--- src/rtl/uart_rx.sv ---
// uart_rx: 8N1 UART receiver, LSB first.
// The line is synchronised and sampled once at the middle of each bit.
// A correctly framed byte is presented on po_data with a one-cycle po_flag.
// A frame whose stop bit is low gives a one-cycle frame_err instead.
// The baud timing is derived from the same parameters as uart_tx.
module uart_rx #(
  parameter int UART_BAUD_RATE = 9600,
  parameter int CLK_FREQ       = 50_000_000
) (
  input  logic       sys_clk,
  input  logic       sys_rstn,
  input  logic       rx,
  output logic [7:0] po_data,
  output logic       po_flag,
  output logic       frame_err
);

  // Derived timing. These are not overridable: a mismatch with the
  // transmitter must come only from UART_BAUD_RATE / CLK_FREQ.
  localparam int BAUD_CNT_MAX = CLK_FREQ / UART_BAUD_RATE;
  localparam int BAUD_CNT_MID = BAUD_CNT_MAX / 2;
  // The counter only reaches BAUD_CNT_MAX-1, so $clog2(BAUD_CNT_MAX) bits are enough.
  localparam int CNT_W = (BAUD_CNT_MAX > 2) ? $clog2(BAUD_CNT_MAX) : 1;

  localparam logic [CNT_W-1:0] CNT_LAST = CNT_W'(BAUD_CNT_MAX - 1);
  localparam logic [CNT_W-1:0] CNT_MID  = CNT_W'(BAUD_CNT_MID);
  localparam logic [CNT_W-1:0] CNT_ONE  = CNT_W'(1);

  typedef enum logic [1:0] {
    IDLE  = 2'd0,
    START = 2'd1,
    DATA  = 2'd2,
    STOP  = 2'd3
  } state_t;

  state_t           state;
  state_t           state_next;

  // Input conditioning.
  logic             rx_meta;   // first synchroniser stage
  logic             rx_s;      // second stage: the sampled line value
  logic             rx_d;      // third stage, used only for edge detect
  logic [1:0]       sync_fill; // shows when rx_s holds a real pin sample
  logic             armed;     // line has been seen high since reset
  logic             start_edge;

  // Bit timing and data capture.
  logic [CNT_W-1:0] baud_cnt;
  logic [2:0]       bit_idx;
  logic [7:0]       shift_reg;

  // Per-cycle decisions from the output process.
  logic             sample;
  logic             take_bit;
  logic             load_data;
  logic             set_err;

  // Two-flop synchroniser plus an edge-detect flop; all reset to the idle level.
  always_ff @(posedge sys_clk or negedge sys_rstn) begin
    if (!sys_rstn) begin
      rx_meta <= 1'b1;
      rx_s    <= 1'b1;
      rx_d    <= 1'b1;
    end else begin
      // NOTE: non-blocking assignments make each stage take the previous
      // stage's old value, so this really is a three-flop chain. Blocking
      // assignments would let rx pass straight through in one cycle.
      rx_meta <= rx;
      rx_s    <= rx_meta;
      rx_d    <= rx_s;
    end
  end

  // Arm start detection only after a real high level has been sampled.
  // The flops reset to 1. If the line is low at release, that would look
  // like a falling edge, so detection waits for a genuine high first.
  always_ff @(posedge sys_clk or negedge sys_rstn) begin
    if (!sys_rstn) begin
      sync_fill <= 2'b00;
      armed     <= 1'b0;
    end else begin
      sync_fill <= {sync_fill[0], 1'b1};
      if (sync_fill[1] && rx_s) begin
        armed <= 1'b1;
      end
    end
  end

  assign start_edge = armed && rx_d && !rx_s;

  // Baud counter: held at 0 in IDLE and on the way back to IDLE, otherwise
  // it wraps every bit period. It keeps running across START/DATA/STOP.
  always_ff @(posedge sys_clk or negedge sys_rstn) begin
    if (!sys_rstn) begin
      baud_cnt <= '0;
    end else if (state == IDLE || state_next == IDLE) begin
      baud_cnt <= '0;
    end else if (baud_cnt == CNT_LAST) begin
      baud_cnt <= '0;
    end else begin
      baud_cnt <= baud_cnt + CNT_ONE;
    end
  end

  // FSM state register.
  always_ff @(posedge sys_clk or negedge sys_rstn) begin
    if (!sys_rstn) begin
      state <= IDLE;
    end else begin
      state <= state_next;
    end
  end

  // FSM next-state logic.
  always_comb begin
    // NOTE: assigning a default first means every path drives state_next,
    // so no latch is inferred when a branch has nothing to change.
    state_next = state;
    unique case (state)
      IDLE: begin
        if (start_edge) begin
          state_next = START;
        end
      end
      START: begin
        // If the line is high again at mid start bit, it was a glitch.
        if (sample) begin
          state_next = rx_s ? IDLE : DATA;
        end
      end
      DATA: begin
        if (sample && bit_idx == 3'd7) begin
          state_next = STOP;
        end
      end
      STOP: begin
        // Leave at mid stop bit so a back-to-back start edge is not missed.
        if (sample) begin
          state_next = IDLE;
        end
      end
      default: state_next = IDLE;
    endcase
  end

  // FSM output decisions, made at the mid-bit sample point.
  always_comb begin
    sample    = (baud_cnt == CNT_MID);
    take_bit  = 1'b0;
    load_data = 1'b0;
    set_err   = 1'b0;
    unique case (state)
      DATA:    take_bit  = sample;
      STOP: begin
        load_data = sample && rx_s;
        set_err   = sample && !rx_s;
      end
      default: ;
    endcase
  end

  // Bit index and shift register: data bits are stored LSB first.
  always_ff @(posedge sys_clk or negedge sys_rstn) begin
    if (!sys_rstn) begin
      bit_idx   <= 3'd0;
      // NOTE: the shift register is reset only to keep it deterministic.
      // Its contents are never visible until all eight bits are overwritten.
      shift_reg <= 8'h00;
    end else begin
      if (state == START && sample) begin
        bit_idx <= 3'd0;
      end else if (take_bit) begin
        bit_idx            <= bit_idx + 3'd1;
        shift_reg[bit_idx] <= rx_s;
      end
    end
  end

  // Registered outputs. The two pulses are mutually exclusive by
  // construction, and po_data moves only when po_flag rises.
  always_ff @(posedge sys_clk or negedge sys_rstn) begin
    if (!sys_rstn) begin
      po_data   <= 8'h00;
      po_flag   <= 1'b0;
      frame_err <= 1'b0;
    end else begin
      po_flag   <= load_data;
      frame_err <= set_err;
      if (load_data) begin
        po_data <= shift_reg;
      end
    end
  end

endmodule

--- config.mk ---
export PLATFORM = sky130hd
export DESIGN_NAME = uart_rx
export DESIGN_NICKNAME = d
export VERILOG_FILES = /design/src/rtl/uart_rx.sv
export SDC_FILE = /design/constraint.sdc
export NUM_CORES = 1
export LEC_CHECK = 0
export ABC_CLOCK_PERIOD_IN_PS = 2400
export CORE_AREA = 2 2 62 64
export CTS_BUF_LIST = sky130_fd_sc_hd__clkbuf_16
export CTS_CLUSTER_SIZE = 25
export DETAILED_ROUTE_END_ITERATION = 10
export DIE_AREA = 0 0 64 66
export HOLD_SLACK_MARGIN = 0.02
export PLACE_DENSITY = 0.77
export RECOVER_POWER = 100
export SLEW_MARGIN = 0
export SYNTH_ARGS = -nofsm -noshare
export SYNTH_HDL_FRONTEND = slang
export SYNTH_SLANG_ARGS = --single-unit
--- constraint.sdc ---
create_clock -name sys_clk -period 2.4 [get_ports sys_clk]
set_input_delay 0.24 -clock sys_clk [delete_from_list [all_inputs] [get_ports sys_clk]]
set_output_delay 0.24 -clock sys_clk [all_outputs]
set_load 0.02 [all_outputs]
; Yosys cells after proc, flatten, opt, wreduce, memory -nomap -nowiden
; Cells that the tools add are included.
[totals]
reg_bits = 42
latch_bits = 0
ram_bits = 0
romBits = 0
in_bits = 3
out_inout_bits = 10
mem_count = 0
[classes]
add_sub_neg = 2
mul = 0
n_div = 0
order_cmp = 2
n_eq_ne = 6
shifts = 0
mux = 16
bitwise_logic = 1
n_reduce_logical = 14
[op_table]
columns = op, n
row1 = 13-bit 2-to-1 mux, 2
row2 = 13-bit by 1-bit adder with 13-bit output (second input constant), 1
row3 = 13-bit by 12-bit equality test with 1-bit output (second input constant), 1
row4 = 13-bit equality test (second input constant), 1
row5 = 2-bit 2-to-1 mux, 5
row6 = 8-bit bitwise mux, 1
row7 = 1-bit logical AND, 8
row8 = 2-bit one-hot mux with 4 select lines, 1
row9 = 3-bit 2-to-1 mux, 2
row10 = 2-bit equality test (second input constant), 2
row11 = 2-bit logical NOT, 2
row12 = 3-bit by 4-bit < comparator with 1-bit output (second input constant), 1
row13 = 1-bit 2-to-1 mux, 4
row14 = 3-bit by 1-bit adder with 3-bit output (second input constant), 1
row15 = 1-bit demux with 3-bit select, 1
row16 = 3-bit equality test (second input constant), 1
row17 = 3-bit by 1-bit greater-or-equal comparator with 1-bit output (second input constant), 1
row18 = 2-bit by 1-bit equality test with 1-bit output (second input constant), 1
row19 = 2-bit AND reduction, 1
row20 = 2-bit nonzero test, 1
row21 = 1-bit logical NOT, 1
row22 = 1-bit logical OR, 1
row23 = 1-bit NOT, 1

; Logic depth before layout (Yosys ltp)
; Gate-level depths: netlist of run 1.
[depth]
word_depth = 7
depth_mapped = 7

; Least setup slack after synthesis of run 1
; No wires, ideal clock.
[synth_timing]
path_kind = reg-to-reg
startpoint = register baud_cnt[0]
endpoint = register shift_reg[4]
t_arrival_ns = 1.733
required_ns = 2.275
slack_ns = 0.542
path_stages_with_launch = 8
path_buffers = 1
path_cell_list = dfrtp_1 inv_1 ha_1 nor2b_1 and4_4 buf_6 and4_2 mux2_4
[synth_via]
elab_chain_cells = 4
word_cells_on_any_way = 5
cone_classes = eq/ne (1) / mux (1) / bitwise (1) / reduce/logical (2)
[synth_rtl]
columns = element, line_no
row1 = "start, declared", 48  ; logic [CNT_W-1:0] baud_cnt;
row2 = "start signal, assigned", 101  ; baud_cnt <= baud_cnt + CNT_ONE;
row3 = 13-bit by 12-bit equality test with 1-bit output *, 148  ; sample = (baud_cnt == CNT_MID);
row4 = 1-bit logical AND, 170  ; if (state == START && sample) begin
row5 = 1-bit NOT (no line), -
row6 = 2-bit AND reduction (no line) *, -
row7 = "end signal, assigned by index", 174  ; shift_reg[bit_idx] <= rx_s;
row8 = "end, declared", 50  ; logic [7:0] shift_reg;
; Mark *: on every way between the ends. The rest lies on a longest branch, timed or not.
; A chain may end at the register's enable or synchronous reset.

; Worst setup path after layout of run 1
; Ends and elaborated chain as after synthesis.

==> out/metrics.csv, run 1 <==
stage,metric,value,unit
detailed_routing,final WL,3.539,mm
detailed_routing,Wirelength per Cell,15.39,um
finish,Area Growth Syn to Fin,14.27,%
synthesis,Syn Nets,177,
finish,Finished Layout Cells,230,
synthesis,Mapped Area,1999,um^2
die,Core Box Area,3551,um^2
synthesis,sequential fraction of the synthesis area,0.5275,
synthesis,Yosys top cell area share,0.4881,
placed_design,Port Buffers,12,
clock_tree,clock buffer depth,2,
detailed_routing,Detailed Route Iter0 Violations,35,
power,worst vdd ir,573.3,uV
global_route,largest net degree at the start of global routing,43,
clock_tree,postcts setup bufs,0,
sta,Final Hold Slack,90.78,ps
setup_path,crit-path cells,inv_1 -> ha_1 -> nor2b_1 -> and4_1 -> and4_2 -> mux2_1,
sta,Final Hold Fails,0,
clock_tree,CTS tree,done,
die,Initial Utilization,0.5631,
setup_path,startpoint types,flop,
global_route,initial antenna violation count,0,
synthesis,Mapped Cells,170,
finish,max reg flops,13,
sta,Worst-Margin Slew,908.1,ps
placed_design,Placer Congestion,0.8252,
setup_path,slowest cell on the critical path,and4_1,
clock_tree,PostCTS Resize Cnt,0,
die,FP Rows,22,
setup_path,Setup crit end kind,flop,
global_route,vias in the first global route,1366,
die,Die W,64,um
setup_path,worst reg-to-reg setup slack,300,ps
finish,Layout Nets,188,
detailed_routing,via count,1334,
synthesis,top-count cell post-synth,dfrtp_1,
power,Pleak,1.021,nW
clock_tree,CTS Hold Bufs,0,
setup_path,Max Fanout on Critical Path,7,
clock_tree,root buffer cell,clkbuf_16,
global_route,All-Layer GR Usage,0.2030,
power,P per Cell Area,753.6,nW/um^2
sta,final period utilization,0.8735,
hold_path,hold crit path type,input port to async pin,
sta,Clock Skew,1.766,ps
synthesis,Post-synth EDFFs,0,
synthesis,syn avg cell area,11.76,um^2
setup_path,Worst EP arrival,2260,ps
placed_design,post-DP HPWL,2.422,mm
clock_tree,TritonCTS buffer count,5,
synthesis,fraction of registers with async set/reset,1.000,
die,# IOs,13,
clock_tree,"Clk pin slew, worst setup/hold paths",60,ps
clock_tree,CTS sink cnt,42,
setup_path,Critical Path RT,2560,ps
sta,Setup Total Neg Slack,0,ps
synthesis,Synth area leader,dfrtp_1,
clock_tree,H-tree Lvls,2,
synthesis,Synth Warn #,0,
global_route,first-pass GRT wire length,6.417,mm
detailed_routing,post-route ant nets,0,
status,status,finished clean,
clock_tree,Clock Latency Late Sink,280,ps
run,# Max-Cap Violations,0,
synthesis,main flop type after synthesis,dfrtp_1,
detailed_routing,detailed-route vias per instance,5.800,
die,full die area,4224,um^2
finish,layout cells sized above 1,0.1648,
detailed_routing,DRC,0,
placed_design,placed insts,222,
die,DIE HEIGHT,66,um
sta,final max-slew violation count,0,
synthesis,synth top area cells,"dfrtp_1 49%, mux2_2 8.4%, dfstp_2 3.9%",
sta,f_max,0.4770,GHz
sta,worst slew margin relative to its limit,0.3946,
sta,final setup vio count,0,
sta,RSZ-0062 raised after global routing,false,
synthesis,synth cell count leaders,"39 x dfrtp_1, 15 x mux2_2",
finish,n_diodes,0,
global_route,grt ovf,0,
sta,Tmin final,2097,ps
setup_path,CP max stage delay,440,ps
synthesis,"FF+latch count, synth",42,
detailed_routing,First-pass DRT Iterations,4,
synthesis,Cell variety after synth,41,
setup_path,Crit Path Class,flop to flop,
[cell usage in the layout (no fill, tap or decap), drive strengths merged, types with 2 or more instances in the layout]
cell type / instances
a211oi: 8
and4: 2
inv: 10
dfrtp: 39
nand2: 9
a22o: 2
nor4: 5
clkbuf: 5
ha: 4
dfstp: 3
o21ai: 5
nand4: 7
nor2b: 3
nor2: 10
dlygate4sd3: 11
mux2: 16
xnor2: 7
nand3: 9
xor2: 3
nor3: 7
[path summary, 6_finish.rpt]
kind / startpoint / end / cells past startpoint
min reg2reg: sync_fill[0]$_DFF_PN0_ / sync_fill[1]$_DFF_PN0_ / 0
max reg2reg: baud_cnt[0]$_DFF_PN0_ / shift_reg[4]$_DFFE_PN0P_ / 6
min: sys_rstn / baud_cnt[7]$_DFF_PN0_ / 1
min in group sys_clk: sync_fill[0]$_DFF_PN0_ / sync_fill[1]$_DFF_PN0_ / 0
max in group asynchronous: sys_rstn / baud_cnt[3]$_DFF_PN0_ / 1
max: baud_cnt[0]$_DFF_PN0_ / shift_reg[4]$_DFFE_PN0P_ / 6
[layer usage]
metal | vias up | wire (um) | global-route usage
met1 | 671 | 1656 | 0.2712
met2 | 24 | 1691 | 0.3073
met5 | - | 0 | 0
met3 | 4 | 150 | 0.06474
li1 | 635 | - | -
met4 | 0 | 40 | 0.08152
[logic make-up (layout without fill, tap and decap cells)]
| family | after synthesis | after routing | synth area share |
|---|---|---|---|
| compound gates | 21 | 21 | 0.08386 |
| xor+xnor | 10 | 10 | 0.04381 |
| fa+ha+maj | 4 | 4 | 0.02503 |
| buf+inv | 17 | 29 | 0.04005 |
| flops | 42 | 42 | 0.5275 |
| mux | 17 | 17 | 0.09887 |
| other cells | 1 | 1 | 0.001876 |
| simple gates | 58 | 58 | 0.1790 |
[layout make-up]
cell class              count  area (um^2)
clock inverters             3        41.29
multi-input cells         111        854.6
well taps                  48        60.06
inverters                   9        33.78
repair buffers             12        115.1
flip-flops and latches     42         1055
clock buffers               5        125.1
fillers                   285         1266
[metrics by stage]
stage | setup WS [ps] | area, um^2 | utilization | power [mW]
CTS | 420.5 | 2295 | 0.6462 | 1.739
finish | 303.5 | 2285 | 0.6434 | 1.722
global route | 220.2 | 2285 | 0.6434 | 1.806
floorplan | 541.9 | 1999 | - | 0.9349
global placement | 471.2 | 2128 | 0.5994 | 0.9748
detailed placement | 424.4 | 2128 | 0.5994 | 0.9862
[critical path, delay by kind of cell (launching register included)]
family,cells,cell delay [ps]
and+or+nand+nor,3,1010
DFF,1,410
muxes,1,320
adders and majority gates,1,160
buffers and inverters,1,80
[power breakdown]
group	switching [mW]	internal (mW)	total, mW
Combinational	0.112	0.0676	0.180
Sequential	0.0519	0.746	0.798
Clock	0.258	0.486	0.744
Note: power is estimated with default switching activity, not from simulation.
==> run 2, diff against run 1 <==
--- a/config.mk
+++ b/config.mk
@@ -14,7 +14,6 @@
 export HOLD_SLACK_MARGIN = 0.02
 export PLACE_DENSITY = 0.77
 export RECOVER_POWER = 100
-export SLEW_MARGIN = 0
 export SYNTH_ARGS = -nofsm -noshare
 export SYNTH_HDL_FRONTEND = slang
 export SYNTH_SLANG_ARGS = --single-unit
==> results of run 2 <==
The final DEF is identical to that of run 1; final timing and power are the same.
